===== config.mk =====
export PLATFORM = sky130hd
export DESIGN_NAME = decomp_row_sequencer
export DESIGN_NICKNAME = d
export VERILOG_FILES = /design/src/rtl/decomp_row_sequencer.sv
export SDC_FILE = /design/constraint.sdc
export NUM_CORES = 1
export LEC_CHECK = 0
export ABC_CLOCK_PERIOD_IN_PS = 3300
export BUFFER_PORTS_ARGS = -buffer_cell sky130_fd_sc_hd__buf_4
export CAP_MARGIN = 5
export CELL_PAD_IN_SITES_DETAIL_PLACEMENT = 1
export CELL_PAD_IN_SITES_GLOBAL_PLACEMENT = 2
export CORE_UTILIZATION = 34
export DETAILED_ROUTE_END_ITERATION = 10
export HOLD_SLACK_MARGIN = 0.03
export PLACE_DENSITY_LB_ADDON = 0.15
export SYNTH_ARGS = -nofsm -noshare
export SYNTH_HDL_FRONTEND = slang
export SYNTH_SLANG_ARGS = --single-unit

===== constraint.sdc =====
create_clock -name clk -period 3.3 [get_ports clk]
set_input_delay 0.66 -clock clk [delete_from_list [all_inputs] [get_ports clk]]
set_output_delay 0.66 -clock clk [all_outputs]
set_load 0.05 [all_outputs]

===== src/rtl/decomp_row_sequencer.sv =====
// rtl/decomp_row_sequencer.sv - row sequencer between IO buffers and the run-length row decompressor
//
// Ports:
//   clk, rst           clock (posedge) and asynchronous active-low reset
//   start, abort       job launch (sampled in IDLE) and job cancel
//   src_base, dst_base first source / destination row address, latched on start
//   row_count          rows in the job, latched on start
//   busy, done, err    status: not-IDLE, end-of-job pulse, sticky timeout flag
//   rows_done          rows written in the current/last job
//   rd_en, rd_addr     source read port; rd_data returns one cycle after rd_en
//   dec_data, dec_enable, dec_rst   decompressor input row, trigger, active-low clear
//   dec_done, dec_result            decompressor completion level and output row
//   wr_en, wr_addr, wr_data         destination write port
module decomp_row_sequencer #(
    parameter int ROW_SIZE = 16,
    parameter int ADDR_W   = 8,
    parameter int CNT_W    = 8,
    parameter int TIMEOUT  = 64
) (
    input  logic                clk,
    input  logic                rst,
    input  logic                start,
    input  logic                abort,
    input  logic [ADDR_W-1:0]   src_base,
    input  logic [ADDR_W-1:0]   dst_base,
    input  logic [CNT_W-1:0]    row_count,
    output logic                busy,
    output logic                done,
    output logic                err,
    output logic [CNT_W-1:0]    rows_done,
    output logic                rd_en,
    output logic [ADDR_W-1:0]   rd_addr,
    input  logic [ROW_SIZE-1:0] rd_data,
    output logic [ROW_SIZE-1:0] dec_data,
    output logic                dec_enable,
    output logic                dec_rst,
    input  logic                dec_done,
    input  logic [ROW_SIZE-1:0] dec_result,
    output logic                wr_en,
    output logic [ADDR_W-1:0]   wr_addr,
    output logic [ROW_SIZE-1:0] wr_data
);

    localparam int TW = $clog2(TIMEOUT + 1);

    typedef enum logic [2:0] {
        S_IDLE,
        S_RD,
        S_CAP,
        S_CLR,
        S_FIRE,
        S_WAIT,
        S_WR
    } state_t;

    state_t            state;
    logic [ADDR_W-1:0] src_q;
    logic [ADDR_W-1:0] dst_q;
    logic [CNT_W-1:0]  cnt_q;
    logic [CNT_W-1:0]  idx;
    logic [TW-1:0]     tcnt;
    logic [CNT_W-1:0]  idx_next;

    assign idx_next = idx + CNT_W'(1);

    // Outputs are registered: each transition loads the strobe/address values
    // belonging to the state being entered.
    always_ff @(posedge clk or negedge rst) begin
        if (!rst) begin
            state      <= S_IDLE;
            src_q      <= '0;
            dst_q      <= '0;
            cnt_q      <= '0;
            idx        <= '0;
            tcnt       <= '0;
            busy       <= 1'b0;
            done       <= 1'b0;
            err        <= 1'b0;
            rows_done  <= '0;
            rd_en      <= 1'b0;
            rd_addr    <= '0;
            dec_data   <= '0;
            dec_enable <= 1'b0;
            dec_rst    <= 1'b0;
            wr_en      <= 1'b0;
            wr_addr    <= '0;
            wr_data    <= '0;
        end else begin
            done <= 1'b0;
            if (state != S_IDLE && abort) begin
                // Silent cancel: no done pulse, err untouched, an in-flight
                // write is not counted in rows_done.
                state      <= S_IDLE;
                busy       <= 1'b0;
                rd_en      <= 1'b0;
                dec_enable <= 1'b0;
                wr_en      <= 1'b0;
                dec_rst    <= 1'b1;
            end else begin
                case (state)
                    S_IDLE: begin
                        dec_rst <= 1'b1;
                        if (start && !abort) begin
                            src_q     <= src_base;
                            dst_q     <= dst_base;
                            cnt_q     <= row_count;
                            err       <= 1'b0;
                            rows_done <= '0;
                            idx       <= '0;
                            if (row_count == '0) begin
                                done <= 1'b1;
                            end else begin
                                state   <= S_RD;
                                busy    <= 1'b1;
                                rd_en   <= 1'b1;
                                rd_addr <= src_base;
                            end
                        end
                    end
                    S_RD: begin
                        rd_en <= 1'b0;
                        state <= S_CAP;
                    end
                    S_CAP: begin
                        dec_data <= rd_data;
                        // Pull the clear low so a done left over from the
                        // previous row cannot be mistaken for this row's.
                        dec_rst  <= 1'b0;
                        state    <= S_CLR;
                    end
                    S_CLR: begin
                        dec_rst    <= 1'b1;
                        dec_enable <= 1'b1;
                        tcnt       <= '0;
                        state      <= S_FIRE;
                    end
                    S_FIRE: begin
                        dec_enable <= 1'b0;
                        state      <= S_WAIT;
                    end
                    S_WAIT: begin
                        if (dec_done) begin
                            wr_en   <= 1'b1;
                            wr_addr <= dst_q + ADDR_W'(idx);
                            wr_data <= dec_result;
                            state   <= S_WR;
                        end else if (tcnt == TW'(TIMEOUT - 1)) begin
                            err   <= 1'b1;
                            done  <= 1'b1;
                            busy  <= 1'b0;
                            state <= S_IDLE;
                        end else begin
                            tcnt <= tcnt + TW'(1);
                        end
                    end
                    S_WR: begin
                        wr_en     <= 1'b0;
                        rows_done <= rows_done + CNT_W'(1);
                        idx       <= idx_next;
                        if (idx_next == cnt_q) begin
                            done  <= 1'b1;
                            busy  <= 1'b0;
                            state <= S_IDLE;
                        end else begin
                            rd_en   <= 1'b1;
                            rd_addr <= src_q + ADDR_W'(idx_next);
                            state   <= S_RD;
                        end
                    end
                    default: begin
                        state <= S_IDLE;
                        busy  <= 1'b0;
                    end
                endcase
            end
        end
    end

endmodule


# After elaboration in Yosys (flattened, before gate mapping)
# Cells that the tools add are included.
[totals]
register_bits = 105
wordCells = 118
[op_classes]
addsub = 5
eq_ne = 23
n_mux = 45
bitwise = 1
n_reduce_logical = 26
[op_table]
columns = ["op", "n"]
rows = [
  ["$pmux W8 S2", 3],
  ["$mux W8", 4],
  ["$mux W1", 22],
  ["$ne A3 B3 Y1 const B", 7],
  ["$pmux W3 S7", 1],
  ["$add A8 B1 Y8 const B", 2],
  ["$add A8 B8 Y8", 2],
  ["$mux W3", 5],
  ["$mux W7", 2],
  ["$pmux W7 S2", 1],
  ["$ne A2 B2 Y1 const B", 6],
  ["$reduce_and A3 Y1", 4],
  ["$reduce_bool A3 Y1", 4],
  ["$reduce_and A5 Y1", 2],
  ["$eq A3 B3 Y1 const B", 3],
  ["$eq A8 B8 Y1", 1],
  ["$logic_not A8 Y1", 1],
  ["$pmux W1 S2", 4],
  ["$reduce_and A4 Y1", 2],
  ["$add A7 B1 Y7 const B", 1],
  ["$eq A7 B6 Y1 const B", 1],
  ["$eq A3 B2 Y1 const B", 2],
  ["$pmux W1 S3", 2],
  ["$reduce_and A6 Y1", 1],
  ["13 further kinds", 17],
]

# Depth between registers and ports, before layout
# Gate-level depths: netlist (run 1).
[depth]
ltp_word = 5
ltp_mapped = 13
depth_no_buf = 11

# Worst setup path before layout (run 1)
# OpenSTA, ideal clock, no wires.
[synth_timing]
path_kind = "reg2reg"
start = "reg idx[0]"
end = "reg rd_addr[7]"
setup_time_ps = 121
arrival_time_ps = 2475
setup_slack_ps = 704
path_stages_with_launch = 12
n_path_buf = 1
synth_period_minus_slack_ps = 2596
cell_sequence = "dfrtp_1 ha_1 buf_4 nand3_2 xnor2_1 ha_1 and3_1 a2111oi_2 a21oi_1 xnor2_1 a31oi_1 o22a_1"
[synth_via]
elab_chain_cells = 4
word_cells_on_any_way = 7
classes_between = "add/sub: 2; eq/ne: 2; mux: 2; reduce/logical: 1"
[synth_lines]
columns = ["element", "line_no", "rtl"]
rows = [
  ["start, declared", "60", "logic [CNT_W-1:0] idx;"],
  ["start signal, assigned", "159", "idx <= idx_next;"],
  ["$add A8 B1 Y8 (*)", "64", "assign idx_next = idx + CNT_W'(1);"],
  ["$add A8 B8 Y8 / $eq A8 B8 Y1 (equally long branches)", "166, 160", ""],
  ["$mux W8 / $ne A2 B2 Y1 (equally long branches)", "-", ""],
  ["$pmux W8 S2 / $reduce_and A5 Y1 (equally long branches)", "-", ""],
  ["end signal, assigned", "116", "rd_addr <= src_base;"],
  ["end signal, assigned", "166", "rd_addr <= src_q + ADDR_W'(idx_next);"],
  ["end, declared", "32", "output logic [ADDR_W-1:0] rd_addr,"],
]
# Every way passes the cells marked *; elsewhere a longest branch is shown, timed or not. The select of a mux whose other input is x is not followed.
# A chain may end at the register's enable or synchronous reset.

# Final worst setup path (run 1)
# Ends and elaborated chain as after synthesis.

==> results of run 1 <==
[power groups by stage]
stage	registers (mW)	logic [mW]	clock network, mW
4_1_cts	1.74	1.72	1.18
2_1_floorplan	2.35	0.538	0
3_3_place_gp	1.75	1.68	0
3_5_place_dp	1.76	1.71	0
6_report	1.73	1.69	1.13
5_1_grt	1.77	1.81	1.21
[sequential cells by signal, indices dropped and copies added (netlist names), 3 cells and up]
register   count
cnt_q          8
dec_data      16
dst_q          8
idx            8
rd_addr        8
rows_done      8
src_q          8
state          3
tcnt           7
wr_addr        8
wr_data       16
[worst max-delay path by stage]
stage / start / endpoint / slack (ns) / cells after the start
after detailed placement: idx[0] / rd_addr[7] / 0.28 / 10
after floorplan: idx[0] / rd_addr[7] / 0.70 / 11
final: idx[0] / rd_addr[7] / 0.33 / 10
after global placement: idx[0] / rd_addr[7] / 0.39 / 10
after CTS: idx[0] / rd_addr[7] / 0.24 / 10
after global routing: idx[0] / rd_addr[7] / 0.1 / 10
[area by class of cell]
type                            instances  area, µm²
Fill cell                            1865       8940
Multi-Input combinational cell        420       2810
Sequential cell                       105       2630
Timing Repair Buffer                  132       1000
Tap cell                              216        270
Clock buffer                           10        229
Clock inverter                          6       83.8
Inverter                               11       41.3
[per-stage QoR]
step | instance area, µm² | cells
after detailed placement | 6750 | 884
after CTS | 7060 | 900
after floorplan | 5610 | 563
final | 7060 | 900
after global routing | 7060 | 900
after global placement | 6750 | 884
[layout by cell type (no fill, tap or decap), types with 3 or more instances in the layout]
cell / count
sky130_fd_sc_hd__ha_1: 16
sky130_fd_sc_hd__mux2_1: 8
sky130_fd_sc_hd__nor3_1: 4
sky130_fd_sc_hd__nand3b_1: 4
sky130_fd_sc_hd__o21a_1: 5
sky130_fd_sc_hd__buf_4: 131
sky130_fd_sc_hd__mux2i_1: 3
sky130_fd_sc_hd__and3_1: 8
sky130_fd_sc_hd__o21ai_0: 33
sky130_fd_sc_hd__dfrtp_1: 105
sky130_fd_sc_hd__nor3b_1: 4
sky130_fd_sc_hd__a21o_1: 4
sky130_fd_sc_hd__a21oi_1: 13
sky130_fd_sc_hd__nor2_1: 45
sky130_fd_sc_hd__o22a_1: 7
sky130_fd_sc_hd__xnor2_1: 16
sky130_fd_sc_hd__nor2b_1: 5
sky130_fd_sc_hd__nand2_1: 114
sky130_fd_sc_hd__and2_1: 4
sky130_fd_sc_hd__o31ai_1: 8
sky130_fd_sc_hd__mux2_2: 26
sky130_fd_sc_hd__nand2b_1: 7
sky130_fd_sc_hd__clkbuf_16: 9
sky130_fd_sc_hd__nand3_2: 3
sky130_fd_sc_hd__inv_1: 11
sky130_fd_sc_hd__a31oi_1: 9
sky130_fd_sc_hd__nand3_1: 11
sky130_fd_sc_hd__xor2_1: 16
[cell families (layout without fill, tap and decap cells)]
group           after synthesis  after routing  share of synthesized area, %
compound gates              101            101                          12.8
xor+xnor                     34             34                          5.69
fa+ha+maj                    19             19                          4.50
buf+inv                      38            159                          3.32
flops                       105            105                          46.8
mux                          37             37                          7.36
simple gates                229            229                          19.5
[cells in the mapped netlist, types with 5 or more instances]
cell type	instances	area (µm²)
sky130_fd_sc_hd__a21oi_1	13	65.1
sky130_fd_sc_hd__a31oi_1	9	56.3
sky130_fd_sc_hd__and3_1	8	50.1
sky130_fd_sc_hd__buf_2	10	50.1
sky130_fd_sc_hd__clkbuf_1	11	41.3
sky130_fd_sc_hd__dfrtp_1	105	2630
sky130_fd_sc_hd__ha_1	17	213
sky130_fd_sc_hd__inv_1	11	41.3
sky130_fd_sc_hd__mux2_1	8	90.1
sky130_fd_sc_hd__mux2_2	26	293
sky130_fd_sc_hd__nand2_1	114	428
sky130_fd_sc_hd__nand2b_1	7	43.8
sky130_fd_sc_hd__nand3_1	11	55.1
sky130_fd_sc_hd__nor2_1	45	169
sky130_fd_sc_hd__nor2b_1	5	31.3
sky130_fd_sc_hd__o21a_1	5	37.5
sky130_fd_sc_hd__o21ai_0	33	165
sky130_fd_sc_hd__o22a_1	7	61.3
sky130_fd_sc_hd__o31ai_1	8	60.1
sky130_fd_sc_hd__xnor2_1	16	140
sky130_fd_sc_hd__xor2_1	16	140
[worst max-delay path: cells and delay by family, from the launching register on]
family | cells | cell delay (ns)
compound gates | 4 | 0.90
fa+ha+maj | 2 | 0.68
flops | 1 | 0.50
simple gates | 2 | 0.39
xor+xnor | 2 | 0.38
[layer usage]
metal	vias up	share of wire (%)	track usage [%]
met5	-	0	0
met1	2208	46	24.9
li1	2177	-	-
met3	16	3.1	3.01
met2	73	49	33.4
met4	0	2.0	7.57
[repair_timing]
item | 4_1_cts | 5_1_grt
hold endpoints to repair | 0 | 0
resized for setup | 0 | 1
setup endpoints to repair | 0 | 1
==> flow_summary_export.csv, run 1 <==
group,metric,value,unit
clock_network,clk_path_buf_depth,2,
floorplanning,rows,46,
drt,finalWirelength,15500,µm
critical_path,r2r.worst_path.cells,10,
critical_path,critical_path.most_common_cell,"sky130_fd_sc_hd__xnor2_1",
yosys,yosys_most_used_dff,"sky130_fd_sc_hd__dfrtp_1",
critical_path,critical_path_cell_by_cell,"ha_2 -> nand3_2 -> xnor2_1 -> ha_1 -> and3_1 -> a2111oi_2 -> a21oi_1 -> xnor2_1 -> a31oi_1 -> o22a_1",
critical_path,regToRegEndpoint,"rd_addr[7]",
clock_network,clkTransAtPathRegs,0.08,ns
timing,post-route-period-util,90.0,%
power,p_sw_share,39.7,%
power,cell_internal_pwr,2.75,mW
floorplanning,ios,124,
critical_path,critPathKind,"reg2reg",
yosys,synthesis.nets,643,
hold_path,min_path_type,"in2async",
drt,antenna_violating_nets_post_route,0,
job,timing.max_cap.violations,0,
yosys,synth_edf_count,0,
power,share_comb_of_total_power,37.1,%
power,power_per_cell_area,645,nW/µm²
critical_path,r2r_slack,0.33,ns
critical_path,cpPeakStageDelay,0.50,ns
power,vdd_drop_max,272,µV
timing,timing.final.crit_period,2.97,ns
placed_design,placement.setup.worst_slack,0.279,ns
drt,drt_iter0_drc,117,
grt,grt_usage,19.5,%
floorplanning,die_span_x,130,µm
yosys,postSynthCellCount,563,
power,power.net_switching,1.81,mW
finish,finish.net_count,759,
timing,final.setup_skew,0.0112,ns
drt,route.vias.total,4474,
drt,drc_errors,0,
floorplanning,coreArea,16000,µm²
power,fin_total_pwr,4.56,mW
clock_network,post-cts-setup-buffer-count,0,
placed_design,final_wtd_congestion,0.806,
timing,post-route-worst-setup-slack,0.330,ns
timing,timing.max_slew.rel_slack,36.6,%
grt,grt_overflow_total,0,
yosys,syn_area_per_cell,9.97,µm²
finish,final_core_utilization,44.1,%
timing,rsz_0062_raised_after_global_routing,"no",
yosys,synth_sequential_area_ratio,46.8,%
finish,post_route_cells_drive_above_1_share,28.4,%
finish,areaGrowthSynthToFinish,25.8,%
yosys,synth.yosys.warnings,0,
critical_path,regToRegStartpoint,"idx[0]",
clock_network,cts_tree,"yes",
drt,routed_via_density,4.97,
yosys,synth.distinct_cells,67,
clock_network,clock_insertion_delay_worst_skew,0.36,ns
grt,grt_max_degree,59,
critical_path,cp.arrival,3.22,ns
critical_path,required,3.55,ns
clock_network,clock_sinks,105,
finish,insertedDiodeCount,0,
clock_network,holdBufCountCts,0,
run_status,status,"complete, no violations",
grt,via_count_of_the_first_global_routing_pass,4683,
floorplanning,initial_utilization,35.1,%
yosys,postSynth.asyncResetShare,100,%
critical_path,crit_path_max_fanout,8,
yosys,ys_seq_elements,105,
timing,max_clock_freq,337,MHz
timing,worst_hold_slack,0.368,ns
critical_path,critPathSlowestCell,"sky130_fd_sc_hd__dfrtp_1",
timing,setup_total_negative_slack,0,ns
clock_network,root_buffer,"sky130_fd_sc_hd__clkbuf_16",
critical_path,worst_setup_path_start_kind,"flip-flop",
grt,grt_first_pass_wirelength,25000,µm
power,p_leak,3.40,nW
critical_path,crit_path_end_kind,"flip-flop",
timing,transition_time_of_the_tightest_slew_check_pin,0.951,ns
drt,routed_wire_length_per_instance,17.3,µm
timing,final_max_slew_viol_count,0,
drt,firstDrtPassIters,4,
power,p_seq_share,38.0,%
floorplanning,die_h,130,µm
timing,final-setup-viol-count,0,
timing,timing_hold_violations_final,0,
grt,antenna_violations_before_repair,0,
placed_design,dpl.hpwl,11600,µm
clock_network,ctsHtreeMaxLevel,3,
yosys,synthesis.area,5610,µm²
clock_network,cts_inserted_buffers,9,
power,proportion_of_power_drawn_by_the_clock_network,24.8,%
floorplanning,die-area,17000,µm²
placed_design,place.port_buffers,123,
Note: power is estimated with default switching activity, not from simulation.
==> inputs of run 2 (changes only) <==
CELL_PAD_IN_SITES_DETAIL_PLACEMENT = 0   (was 1)
CELL_PAD_IN_SITES_GLOBAL_PLACEMENT = 1   (was 2)
CORE_UTILIZATION = 42   (was 34)
==> flow_summary_export.csv, run 2 (synthesis results as in run 1) <==
group,metric,value,unit
floorplanning,die_span_x,118,µm
critical_path,required,3.55,ns
grt,grt_max_degree,46,
critical_path,crit_family,"compound AO/OA/AOI/OAI gates",
finish,most-common-layout-cells,"sky130_fd_sc_hd__buf_4, sky130_fd_sc_hd__nand2_1, sky130_fd_sc_hd__dfrtp_1",
power,vdd_drop_max,381,µV
timing,final-setup-viol-count,0,
placed_design,placement.setup.worst_slack,0.256,ns
critical_path,critical_path_cell_by_cell,"ha_2 -> nand3_2 -> xnor2_1 -> ha_1 -> and3_1 -> a2111oi_2 -> a21oi_1 -> xnor2_1 -> a31oi_1 -> o22a_1",
finish,areaGrowthSynthToFinish,25.0,%
critical_path,critical_path.most_common_cell,"sky130_fd_sc_hd__xnor2_1",
finish,reg.largest.list,"dec_data x16, wr_data x16",
timing,timing.final.crit_period,3.01,ns
drt,finalWirelength,13700,µm
timing,rsz_0062_raised_after_global_routing,"no",
timing,final_max_slew_viol_count,0,
floorplanning,rows,41,
critical_path,regToRegStartpoint,"idx[0]",
finish,post_route_cells_drive_above_1_share,28.8,%
grt,global_route_track_usage_on_met1,27.3,%
finish,area.sequential,2630,µm²
floorplanning,ios,124,
critical_path,critPathKind,"reg2reg",
finish,final_core_utilization,54.7,%
drt,routed_via_density,5.15,
timing,final.setup_skew,0.00731,ns
grt,grt_overflow_total,0,
clock_network,cts_inserted_buffers,9,
power,cell_internal_pwr,2.77,mW
drt,firstDrtPassIters,4,
critical_path,critPathSlowestCell,"sky130_fd_sc_hd__dfrtp_1",
power,power_per_cell_area,649,nW/µm²
critical_path,crit_path_end_kind,"flip-flop",
finish,insertedDiodeCount,0,
power,fin_total_pwr,4.55,mW
critical_path,cpPeakStageDelay,0.50,ns
critical_path,r2r_slack,0.29,ns
critical_path,worst_setup_path_start_kind,"flip-flop",
floorplanning,initial_utilization,43.8,%
floorplanning,coreArea,12800,µm²
finish,total_of_fill_cells_in_the_finished_design,1191,
power,p_sw_share,39.2,%
power,share_comb_of_total_power,36.9,%
drt,routed_wire_length_per_instance,15.9,µm
floorplanning,die-area,13800,µm²
grt,via_count_of_the_first_global_routing_pass,4540,
placed_design,place.port_buffers,123,
run_status,status,"complete, no violations",
power,power.net_switching,1.78,mW
timing,setup_total_negative_slack,0,ns
power,p_seq_share,38.2,%
critical_path,r2r.worst_path.cells,10,
critical_path,cp.arrival,3.26,ns
drt,antenna_violating_nets_post_route,0,
finish,layout_commonest_cell,"sky130_fd_sc_hd__buf_4",
power,proportion_of_power_drawn_by_the_clock_network,25.0,%
drt,route.vias.total,4424,
timing,max_clock_freq,332,MHz
job,timing.max_cap.violations,0,
grt,grt_busiest_layer,"met2",
clock_network,cts_tree,"yes",
grt,use_met3,5.14,%
finish,finish.net_count,762,
clock_network,clkTransAtPathRegs,0.08,ns
grt,met2_usage,35.8,%
clock_network,clk_path_buf_depth,2,
grt,grt_first_pass_wirelength,23100,µm
power,p_leak,3.41,nW
critical_path,regToRegEndpoint,"rd_addr[7]",
floorplanning,die_h,118,µm
clock_network,clock_insertion_delay_worst_skew,0.36,ns
timing,post-route-worst-setup-slack,0.289,ns
placed_design,dpl.hpwl,10100,µm
hold_path,min_path_type,"in2async",
drt,drt_iter0_drc,180,
placed_design,final_wtd_congestion,0.831,
grt,grt_usage,21.2,%
timing,transition_time_of_the_tightest_slew_check_pin,0.861,ns
drt,drc_errors,0,
grt,antenna_violations_before_repair,0,
timing,post-route-period-util,91.2,%
critical_path,crit_path_max_fanout,8,
critical_path,buffers_inverters_on_critical_path,0,
clock_network,ctsHtreeMaxLevel,3,
clock_network,clock_sinks,105,
timing,timing_hold_violations_final,0,
clock_network,root_buffer,"sky130_fd_sc_hd__clkbuf_16",
timing,timing.max_slew.rel_slack,42.4,%
finish,multiInputGateArea,2810,µm²
==> run 2: worst max-delay path by stage <==
stage                       from         end  slack [ns]  cells past startpoint
after global routing      idx[0]  rd_addr[7]        0.08                     10
after CTS                 idx[0]  rd_addr[7]        0.22                     10
after floorplan           idx[0]  rd_addr[7]        0.70                     11
final                     idx[0]  rd_addr[7]        0.29                     10
after global placement    idx[0]  rd_addr[7]        0.39                     10
after detailed placement  idx[0]  rd_addr[7]        0.26                     10
==> run 2: repair_timing <==
| item | in CTS | in global routing |
|---|---|---|
| resized for setup | 0 | 1 |
| endpoints found under the setup margin | 0 | 1 |
| setup buffers | 0 | 0 |
| hold buffers | 0 | 0 |
| hold endpoints to repair | 0 | 0 |
==> run 2: area by class of cell <==
| type | count | share of cell area, % |
|---|---|---|
| clock buffer | 10 | 3.41 |
| clock inverter | 6 | 1.03 |
| inverter | 11 | 0.589 |
| multi-input combinational | 420 | 40.0 |
| sequential | 105 | 37.5 |
| tap | 172 | 3.07 |
| timing repair buffer | 135 | 14.4 |
==> run 2: through the flow <==
stage	hold slack (ns)	instance area, µm²	std cells
2_1_floorplan	0.364	5610	563
4_1_cts	0.305	7010	859
3_3_place_gp	0.460	6700	843
3_5_place_dp	0.468	6700	843
5_1_grt	0.317	7020	859
6_report	0.297	7020	859
==> run 2: power groups by stage <==
| stage | combinational, mW | clock, mW | sequential [mW] |
|---|---|---|---|
| after floorplan | 0.538 | 0 | 2.35 |
| after global placement | 1.67 | 0 | 1.75 |
| after detailed placement | 1.69 | 0 | 1.76 |
| after CTS | 1.69 | 1.18 | 1.74 |
| after global routing | 1.79 | 1.22 | 1.77 |
| final | 1.68 | 1.14 | 1.74 |
==> run 2: metal layers <==
| metal | share of wire (%) | routed length, µm | up-vias |
|---|---|---|---|
| met2 | 49 | 6760 | 107 |
| met4 | 0.97 | 133 | 0 |
| met1 | 45 | 6200 | 2135 |
| li1 | - | - | 2172 |
| met3 | 4.4 | 598 | 10 |
| met5 | 0 | 0 | - |
